### src/rtl/system_config_loader.sv
// Streams, validates and atomically commits a per-game system_config record.
// Optional: define CONFIG_CHECKSUM_EN to reject records whose byte sum is non-zero.
package types;
  typedef struct packed {
    logic [7:0]  mpu;
    logic [7:0]  screen_config;
    logic [11:0] screen_width;
    logic [11:0] screen_height;
    logic [31:0] input_s0_config;
    logic [31:0] input_s1_config;
    logic [31:0] input_s2_config;
    logic [31:0] input_s3_config;
    logic [31:0] input_s4_config;
    logic [31:0] input_s5_config;
    logic [31:0] input_s6_config;
    logic [31:0] input_s7_config;
    logic [7:0]  input_b_config;
    logic [7:0]  input_ba_config;
    logic [7:0]  input_acl_config;
  } system_config;
endpackage

module system_config_loader
  import types::*;
#(
  parameter logic [15:0] MAGIC = 16'h4757,
  parameter logic [7:0] VERSION = 8'h01,
  parameter int unsigned TIMEOUT_CYCLES = 1000000
) (
  input  logic         clk,
  input  logic         reset_n,
  input  logic         start,
  input  logic         byte_valid,
  input  logic [7:0]   byte_data,
  output logic         byte_ready,
  output logic         busy,
  output logic         done,
  output logic         error,
  output logic [2:0]   err_code,
  output logic         config_valid,
  output system_config config_out
);

  typedef enum logic [2:0] {
    IDLE, MAGIC0, MAGIC1, VER, PAYLOAD, CSUM, COMMIT, FAIL
  } state_t;

  state_t       state;
  logic [5:0]   idx;
  logic [31:0]  tcnt;
  system_config sh;
  logic         xfer;
  logic         tmo;
  logic [4:0]   off;

  assign byte_ready = (state == MAGIC0) | (state == MAGIC1) |
                      (state == VER) | (state == PAYLOAD) |
                      (state == CSUM);
  assign busy = byte_ready | (state == COMMIT);
  // start wins over a byte presented in the same cycle
  assign xfer = byte_valid & byte_ready & ~start;
  assign tmo  = (TIMEOUT_CYCLES != 0) && byte_ready && !xfer &&
                (tcnt == TIMEOUT_CYCLES - 32'd1);
  assign off  = 5'(idx - 6'd6);

`ifdef CONFIG_CHECKSUM_EN
  logic [7:0] sum;
  logic [7:0] sum_next;
  assign sum_next = sum + byte_data;
`endif

  always_ff @(posedge clk or negedge reset_n) begin
    if (!reset_n) begin
      state        <= IDLE;
      idx          <= '0;
      tcnt         <= '0;
      done         <= 1'b0;
      error        <= 1'b0;
      err_code     <= 3'd0;
      config_valid <= 1'b0;
      config_out   <= '0;
`ifdef CONFIG_CHECKSUM_EN
      sum          <= '0;
`endif
    end else begin
      done <= 1'b0;
      if (start) begin
        state    <= MAGIC0;
        idx      <= '0;
        tcnt     <= '0;
        error    <= 1'b0;
        err_code <= 3'd0;
`ifdef CONFIG_CHECKSUM_EN
        sum      <= '0;
`endif
      end else if (tmo) begin
        state    <= FAIL;
        error    <= 1'b1;
        err_code <= 3'd4;
      end else begin
        if (byte_ready) tcnt <= xfer ? '0 : tcnt + 32'd1;
`ifdef CONFIG_CHECKSUM_EN
        if (xfer) sum <= sum_next;
`endif
        unique case (state)
          MAGIC0, MAGIC1: if (xfer) begin
            if (byte_data == ((state == MAGIC0) ? MAGIC[15:8] : MAGIC[7:0]))
              state <= (state == MAGIC0) ? MAGIC1 : VER;
            else begin
              state    <= FAIL;
              error    <= 1'b1;
              err_code <= 3'd1;
            end
          end
          VER: if (xfer) begin
            idx <= '0;
            if (byte_data == VERSION) state <= PAYLOAD;
            else begin
              state    <= FAIL;
              error    <= 1'b1;
              err_code <= 3'd2;
            end
          end
          PAYLOAD: if (xfer) begin
            if (idx == 6'd40) state <= CSUM;
            else idx <= idx + 6'd1;
          end
          CSUM: if (xfer) begin
`ifdef CONFIG_CHECKSUM_EN
            if (sum_next != 8'h00) begin
              state    <= FAIL;
              error    <= 1'b1;
              err_code <= 3'd3;
            end else
`endif
            begin
              state        <= COMMIT;
              config_out   <= sh;
              config_valid <= 1'b1;
              done         <= 1'b1;
            end
          end
          COMMIT, FAIL: state <= IDLE;
          default: state <= IDLE;
        endcase
      end
    end
  end

  // Payload lands in the shadow only; config_out sees it at commit
  always_ff @(posedge clk or negedge reset_n) begin
    if (!reset_n) begin
      sh <= '0;
    end else if (state == PAYLOAD && xfer) begin
      case (idx)
        6'd0:  sh.mpu                <= byte_data;
        6'd1:  sh.screen_config      <= byte_data;
        6'd2:  sh.screen_width[7:0]  <= byte_data;
        6'd3:  sh.screen_width[11:8] <= byte_data[3:0];
        6'd4:  sh.screen_height[7:0] <= byte_data;
        6'd5:  sh.screen_height[11:8] <= byte_data[3:0];
        6'd38: sh.input_b_config     <= byte_data;
        6'd39: sh.input_ba_config    <= byte_data;
        6'd40: sh.input_acl_config   <= byte_data;
        default: begin
          case (off[4:2])
            3'd0: sh.input_s0_config[{off[1:0], 3'b000} +: 8] <= byte_data;
            3'd1: sh.input_s1_config[{off[1:0], 3'b000} +: 8] <= byte_data;
            3'd2: sh.input_s2_config[{off[1:0], 3'b000} +: 8] <= byte_data;
            3'd3: sh.input_s3_config[{off[1:0], 3'b000} +: 8] <= byte_data;
            3'd4: sh.input_s4_config[{off[1:0], 3'b000} +: 8] <= byte_data;
            3'd5: sh.input_s5_config[{off[1:0], 3'b000} +: 8] <= byte_data;
            3'd6: sh.input_s6_config[{off[1:0], 3'b000} +: 8] <= byte_data;
            default: sh.input_s7_config[{off[1:0], 3'b000} +: 8] <= byte_data;
          endcase
        end
      endcase
    end
  end

endmodule

### config.mk
export PLATFORM = sky130hd
export DESIGN_NAME = system_config_loader
export DESIGN_NICKNAME = d
export VERILOG_FILES = /design/src/rtl/system_config_loader.sv
export SDC_FILE = /design/constraint.sdc
export NUM_CORES = 1
export LEC_CHECK = 0
export CORE_ASPECT_RATIO = 1.2
export CORE_MARGIN = 3
export CORE_UTILIZATION = 55
export CTS_CLUSTER_SIZE = 25
export DETAILED_ROUTE_END_ITERATION = 16
export HOLD_SLACK_MARGIN = 0.15
export PLACE_DENSITY = 0.77
export SLEW_MARGIN = 20
export SYNTH_ARGS = -nofsm -noshare
export SYNTH_HDL_FRONTEND = slang
export SYNTH_SLANG_ARGS = --single-unit
### constraint.sdc
create_clock -name clk -period 3.55 [get_ports clk]
set_input_delay 0.8875 -clock clk [delete_from_list [all_inputs] [get_ports clk]]
set_output_delay 0.8875 -clock clk [all_outputs]
set_load 0.05 [all_outputs]
---- Word-level counts from Yosys, hierarchy flattened ----
Cells that the tools add are included.
operators by class
  add/sub/neg operators ................... 4
  equality and inequality tests ........... 34
  shift operators ......................... 2
  multiplexer cells ....................... 48
  bitwise gates (word level) .............. 11
  reduce and logical (&&, ||, !) cells .... 34
operators by type and width
  cell                      count
  $bwmux W32                8
  $mux W32                  4
  $mux W3                   14
  $add A32 B1 Y32 const B   1
  $eq A32 B20 Y1 const B    1
  $shift A8 B7 Y32 const A  1
  $shiftx A8 B7 Y32         1
  $mux W6                   5
  $ne A4 B4 Y1 const B      6
  $reduce_and A3 Y1         8
  $reduce_and A2 Y1         10
  $eq A3 B3 Y1 const B      6
  $eq A6 B6 Y1 const B      3
  $reduce_and A5 Y1         3
  $eq A3 B2 Y1 const B      4
  $eq A6 B2 Y1 const B      2
  $eq A6 B3 Y1 const B      2
  $pmux W3 S4               1
  $pmux W6 S2               1
  $mux W1                   11
  $ne A3 B3 Y1 const B      3
  $reduce_or A9 Y1          1
  $eq A8 B1 Y1 const B      1
  $eq A8 B7 Y1              1
  other kinds (24)          35
word-level totals
  flip-flop bits (word level) ............. 687
  output and inout port bits .............. 328

---- Depth between registers and ports, before layout ----
Gate-level depths: netlist of the first run.
  depth after elaboration ................. 12
  gate-level depth with buffers ........... 9
  mapped depth without buffers ............ 7

---- Least setup slack after synthesis of the first run ----
OpenSTA, ideal clock, no wires.
  path kind ............................... input -> register
  start ................................... in byte_valid
  end ..................................... reg config_out[225] (netlist bit)
  setup time .............................. 125 ps
  data arrival time ....................... 2600 ps
  data required time ...................... 3425 ps
  path slack .............................. 825 ps
  cell stages on the path ................. 6
  path through ............................ clkbuf_1 nand3_1 nor3_1 clkbuf_1 clkbuf_1 mux2_2
between the ends
  longest elaborated chain between the ends .. 7
ends and longest elaborated chain
  element                                 line  RTL
  from (decl)                             33    input logic byte_valid,
  $and A1 B1 Y1 (*) (2 in a row)          61    assign xfer = byte_valid & byte_ready & ~start;
  $logic_not A1 Y1                        62    assign tmo = (TIMEOUT_CYCLES != 0) && byte_ready && !xfer &&
  $logic_and A1 B1 Y1 (2 in a row)        62
  $not A1 Y1 (no source line)             n/a
  $reduce_and A4 Y1 (no source line) (*)  n/a
  to (signal assigned)                    138   config_out <= sh;
  to (decl)                               41    output system_config config_out
Every way passes the cells marked *; elsewhere a longest branch is shown, timed or not.
A chain may end at the register's enable or synchronous reset.

---- Worst setup path after layout of the first run ----
  start ................................... reg state[2]
  end ..................................... out byte_ready
between the ends
  longest elaborated chain between the ends .. 5
  elaborated cells on any way between the ends .. 9
ends and longest elaborated chain
  element                                       line  RTL
  from (decl)                                   48    state_t state;
  from (signal assigned)                        108   state <= (state == MAGIC0) ? MAGIC1 : VER;
  $eq A3 B1 Y1 or $eq A3 B2 Y1 (tied branches)  56    assign byte_ready = (state == MAGIC0) | (state == MAGIC1) |
  $or A1 B1 Y1 (2 in a row)                     56
  $or A1 B1 Y1                                  57    (state == VER) | (state == PAYLOAD) |
  $or A1 B1 Y1 (*)                              57
  to (decl)                                     35    output logic byte_ready,
Marks and branches as above.

==> results.toml, run 1 <==
[yosys]
synth_mux_area_frac = 0.242
netlist.area_leader.share = 0.636
synth-simple-area-share = 0.0515
yosysMostFrequentCell = "dfrtp_1"
synth_common_cells = "dfrtp_1, mux2_2, clkbuf_1"
synth_edf_count = 0
synth_top_cell_by_area = "dfrtp_1"
synth_fa_ha_area_frac = 0.00370
yosysWarnings = 0
synth-compound-area-share = 0.0425
synthXorXnorAreaFrac = 0.00583
ys_top_cells_by_area = "dfrtp_1, mux2_2, o2bb2ai_1, clkbuf_1, nand3_1"
synthesis.area_um2 = 27100
syn_area_per_cell_um2 = 14.8
synthFlopType = "dfrtp_1"
ys_ff_latch = 687
synthCells = 1823
async_reset_ff_frac = 1.00
yosysSeqAreaShare = 0.636
synth_nets = 1843
synth_top_family_by_area = "multiplexers"
yosysUniqueCellTypes = 58

[setup_path]
worstSetupPathType = "register to output pin"
endpoint_kind = "output pin"
critPathMaxFanout = 17
worstPathArrival_ns = 2.48
cp-start-kind = "register"
critPathRequiredTime_ns = 2.66

[clocking]
insertion_delay_ns = 0.59
cts.clk_slew.worst_paths_ns = 0.07
cts-root-buf = "clkbuf_16"
cts_resized = 1
clock-sinks = 687
cts_made_buffers = 66
tritoncts = "done"
cts_buffer_depth = 3
htreeDepth = 3
post_cts_buffers = 0
ctsHoldBuffers = 0

[timing]
fin_skew_ns = 0.0286
timing.slew.headroom = 0.487
clock.fmax_mhz = 297
setup_tns_ns = 0
drv_slew = 0
worstMarginPinSlew_ns = 0.761
fin_crit_ns = 3.36
hold_violations = 0
setup_viol = 0
fin_crit_sh = 0.947
rsz0062_at_grt = "false"

[die]
core-area_um2 = 48300
die_w_um = 208
start_util = 0.560
die_h_um = 249
io_pins = 340
row_count = 88
dieArea_um2 = 51900

[power]
p_sw_uw = 3780
seq_power_share = 0.491
sw_frac_of_total = 0.231
p_int_uw = 12600
pwr-share-clk = 0.434
p_leak_uw = 0.0161
p_per_area_nw_per_um2 = 486
ir_drop_v = 0.000622
power.total_uw = 16400
power_frac_comb = 0.075

[final_layout]
syn_to_final_growth_pct = 24.3
nNetsFinal = 2202
fill_cells = 3330
multi_input_area_um2 = 9370
seq_area_um2 = 17200
layout-drive-gt1-share = 0.338
finish.instance_area_um2 = 33600

[place]
portBuffers = 339
placed_cell_area_um2 = 31400
place_congestion = 0.840
dpl.hpwl_um = 46900

[detailed_routing]
dr_wl_met2_um = 35100
wl_met1_um = 26400
drt-wirelength-per-cell_um = 24.0
viasPerCell = 5.83
drt_iter0_drc = 1283
drt_first_pass_iters = 6
drc = 0
maxUsedRoutingLayer = "met4"
ant_nets = 0
drt_wl_total_um = 68700
route.met3.wl_um = 4840
vias = 16657

[grt]
grt_max_degree = 106
globalRouteTotalUtil = 0.265
antenna_found_initial = 3
grt_remaining_overflow = 0
grt_pass1_wl_um = 107000
grt_pass1_vias = 17901

[worst_hold_path]
hold_path_class = "input pin to async pin"

[run]
drv_cap = 0

[run_status]
status = "finished, final reports clean"
-- cells in the final DEF, fill, tap and decap left out, types with 3 or more instances in the layout --
cell,synthesis,routed
dfrtp_1,687,687
mux2_2,576,576
clkdlybuf4s50_1,0,337
clkbuf_16,0,71
o2bb2ai_1,65,65
nand2_1,50,50
nand3_1,44,44
buf_4,0,43
nor2_1,31,30
and2_1,25,25
a21oi_1,21,21
inv_1,18,18
nor4_1,17,17
o21ai_0,17,17
nor3_1,17,16
and3_1,15,15
buf_12,0,15
xnor2_1,14,14
clkbuf_1,66,14
nand4_1,11,11
or4_1,11,11
clkinv_2,0,11
or3_1,10,10
clkbuf_8,0,10
ha_1,8,8
mux2i_1,6,6
o31ai_1,5,5
o211ai_1,5,5
bufinv_16,0,5
nor4b_1,4,4
a31oi_1,4,4
a22o_1,4,4
xor2_1,4,4
a311oi_2,2,4
a21o_1,3,3
or2_2,3,3
-- power by group through the flow --
stage / Sequential [µW] / Combinational (µW) / Clock, µW
final: 8030 / 1230 / 7100
after global routing: 8030 / 1320 / 7560
after CTS: 8020 / 1240 / 7220
after detailed placement: 8160 / 1230 / 0
after global placement: 8160 / 1220 / 0
after floorplan: 8360 / 497 / 0
-- cell families after synthesis --
group           count (synthesis)
fa+ha+maj                       8
flops                         687
xor+xnor                       18
buf+inv                       124
compound gates                149
simple gates                  255
mux                           582
-- per-stage QoR --
| stage | hold WS, ns | worst slack [ns] | util | instances |
|---|---|---|---|---|
| global placement | 0.451 | 0.177 | 0.650 | 2744 |
| detailed placement | 0.469 | 0.189 | 0.650 | 2744 |
| floorplan | 0.444 | 0.825 | - | 1823 |
| global route | 0.233 | 0.0495 | 0.696 | 2859 |
| finish | 0.213 | 0.187 | 0.696 | 2859 |
| CTS | 0.208 | 0.176 | 0.696 | 2858 |
-- final cells by class --
type,instances,area share
repair buffers,397,0.120
diodes,1,0.0000744
well taps,630,0.0234
flip-flops and latches,687,0.511
clock buffers,95,0.0585
clock inverters,19,0.00681
multi-input cells,1012,0.279
inverters,18,0.00201
-- path summary, 6_finish.rpt --
path                              start         endpoint  slack, ns  cells past startpoint
setup reg to reg                 idx[0]           sh[37]       0.33                      8
hold / removal                  reset_n          sh[126]       0.21                      1
hold reg to reg            config_valid     config_valid       0.48                      1
max in group asynchronous       reset_n  config_out[289]       2.29                      3
min in group clk           config_valid     config_valid       0.48                      1
setup / recovery               state[2]       byte_ready       0.19                      4
-- worst max-delay path, stage by stage (launching register included) --
cell           delay, ns
dfrtp_1             0.65
or3_1               0.28
nand2_1             0.12
inv_1               0.24
dlygate4sd2_1       0.58
-- state kept, by name, summed over array words and instances, names as in the netlist --
name / cells
config_out: 320
sh: 320
tcnt: 32
idx: 6
err_code: 3
state: 3
config_valid: 1
done: 1
error: 1
-- layer usage --
layer | track usage | vias to the layer above
met5 | 0 | -
met3 | 0.0690 | 134
met2 | 0.455 | 556
li1 | - | 7305
met4 | 0.0996 | 0
met1 | 0.325 | 8662
No activity file was read; power rests on OpenSTA's default activity.
==> run 2: changes to the inputs <==
==> constraint.sdc (replaced) <==
create_clock -name clk -period 3.55 [get_ports clk]
set_input_delay 0.8875 -clock clk [delete_from_list [all_inputs] [get_ports clk]]
set_output_delay 0.8875 -clock clk [all_outputs]
set_load 0.02 [all_outputs]
==> run 2 against run 1 <==
  * Sequential power about the same
  * Utilization down 0.27 points
  * Sequential share of layout area up 0.21 points
  * Clock-buffer cell count down 11
  * Via count up 0.88%
==> results.toml, run 2 (synthesis results as in run 1) <==
[run_status]
status = "finished, final reports clean"

[clocking]
htreeDepth = 2
tritoncts = "done"
cts-root-buf = "clkbuf_16"
post_cts_buffers = 0
insertion_delay_ns = 0.62
clock-sinks = 687
cts.clk_slew.worst_paths_ns = 0.07
cts_buffer_depth = 3
cts_made_buffers = 61

[die]
dieArea_um2 = 51900
io_pins = 340
start_util = 0.560
row_count = 88
die_w_um = 208
die_h_um = 249
core-area_um2 = 48300

[grt]
met3_usage = 0.0569
grt_max_degree = 106
grt_pass1_vias = 17824
grt_busiest_layer = "met2"
grtUsageMet2 = 0.459
antenna_found_initial = 7
grt_remaining_overflow = 0
globalRouteTotalUtil = 0.264
use_met1 = 0.327
grt_pass1_wl_um = 107000

[setup_path]
max_stage_delay_ns = 0.58
path_cells = "or3_1, nand2_1, inv_1, clkdlybuf4s50_1"
worstPathArrival_ns = 2.52
cp-start-kind = "register"
worstSetupPathType = "register to output pin"
slowest_stage = "clkdlybuf4s50_1"
critPathRequiredTime_ns = 2.66
endpoint_kind = "output pin"
critPathMaxFanout = 17

[timing]
clock.fmax_mhz = 293
fin_crit_sh = 0.961
rsz0062_at_grt = "false"
fin_crit_ns = 3.41
worstMarginPinSlew_ns = 0.778
timing.slew.headroom = 0.476
fin_skew_ns = 0.0149
setup_tns_ns = 0
hold_violations = 0
setup_viol = 0
drv_slew = 0

[power]
p_int_uw = 12200
sw_frac_of_total = 0.229
p_sw_uw = 3630
power.total_uw = 15800
p_per_area_nw_per_um2 = 473
power_frac_comb = 0.067
seq_power_share = 0.507
pwr-share-clk = 0.426
ir_drop_v = 0.000452
p_leak_uw = 0.0160

[final_layout]
layout-drive-gt1-share = 0.339
final_cell_mix = "dfrtp_1, mux2_2, clkdlybuf4s50_1, o2bb2ai_1, clkbuf_16"
final_common_cell = "dfrtp_1"
syn_to_final_growth_pct = 23.9
nNetsFinal = 2196
reg_top3 = "config_out (320), sh (320), tcnt (32)"
finish.instance_area_um2 = 33500

[detailed_routing]
drt_iter0_drc = 1225
drt_first_pass_iters = 5
ant_nets = 0
vias = 16803
viasPerCell = 5.87
drt_wl_total_um = 68900
drt-wirelength-per-cell_um = 24.1
drc = 0

[worst_hold_path]
hold_path_class = "input pin to async pin"

[place]
place_congestion = 0.841
dpl.hpwl_um = 47100
placed_cell_area_um2 = 31400
portBuffers = 339

[run]
drv_cap = 0
==> run 2: cell count changes in the layout (fill, tap and decap cells not counted), moves of 2 or more <==
cell | before | now
clkbuf_16 | 71 | 62
dfrtp_1 | 687 | 685
clkinv_2 | 11 | 18
dfrtp_2 | 0 | 2
clkbuf_1 | 14 | 12
diode_2 | 1 | 4
==> run 2: timing repair <==
item | in CTS | in global routing
resized for setup | 0 | 2
hold buffers | 0 | 0
setup endpoints to repair | 0 | 1
==> run 2: final timing paths <==
check                                   to         start  cells after the start  slack, ns
max                             byte_ready      state[2]                      4       0.14
min                                sh[127]       reset_n                      1       0.18
max reg2reg                         sh[37]        idx[0]                      8       0.37
min reg2reg                   config_valid  config_valid                      1       0.48
max in group asynchronous  config_out[292]       reset_n                      3       2.30
min in group clk              config_valid  config_valid                      1       0.48
==> run 2: metal layers <==
metal	routed length, µm	vias to the layer above
met3	4400	129
met5	17	-
met1	26800	8855
li1	-	7301
met2	35500	516
met4	2180	2
==> run 2: power groups by stage <==
stage | sequential (µW) | clock (µW) | combinational, µW
after floorplan | 8220 | 0 | 481
after global placement | 8170 | 0 | 1040
after detailed placement | 8180 | 0 | 1060
after CTS | 8030 | 6870 | 1070
after global routing | 8040 | 7170 | 1140
final | 8040 | 6750 | 1060
==> run 2: cell type report <==
class | count | area [µm²]
fillers | 3311 | 14800
clock inverters | 30 | 327
clock buffers | 84 | 1730
inverters | 18 | 67.6
well taps | 630 | 788
multi-input cells | 1012 | 9370
flip-flops and latches | 687 | 17200
diodes | 4 | 10.0
repair buffers | 396 | 4010
==> run 2: metrics by stage <==
step,setup WS (ns),hold WS [ns],instances,utilization
after floorplan,0.825,0.444,1823,-
after global placement,0.163,0.451,2743,0.650
after detailed placement,0.139,0.468,2743,0.650
after CTS,0.0500,0.184,2857,0.693
after global routing,0.0323,0.201,2860,0.693
final,0.140,0.177,2861,0.693
==> run 2: worst max-delay path, delay by kind of cell, from the launching register on <==
| kind | cells | cell delay (ns) |
|---|---|---|
| buf+inv | 2 | 0.74 |
| simple gates | 2 | 0.65 |
| flops | 1 | 0.51 |
==> run 3: changes to the inputs <==
--- a/config.mk
+++ b/config.mk
@@ -16,3 +16,4 @@
 export SYNTH_ARGS = -nofsm -noshare
 export SYNTH_HDL_FRONTEND = slang
 export SYNTH_SLANG_ARGS = --single-unit
+export TNS_END_PERCENT = 10
==> results of run 3 <==
Same layout as run 2: the final DEF is identical, and so are final timing and power.
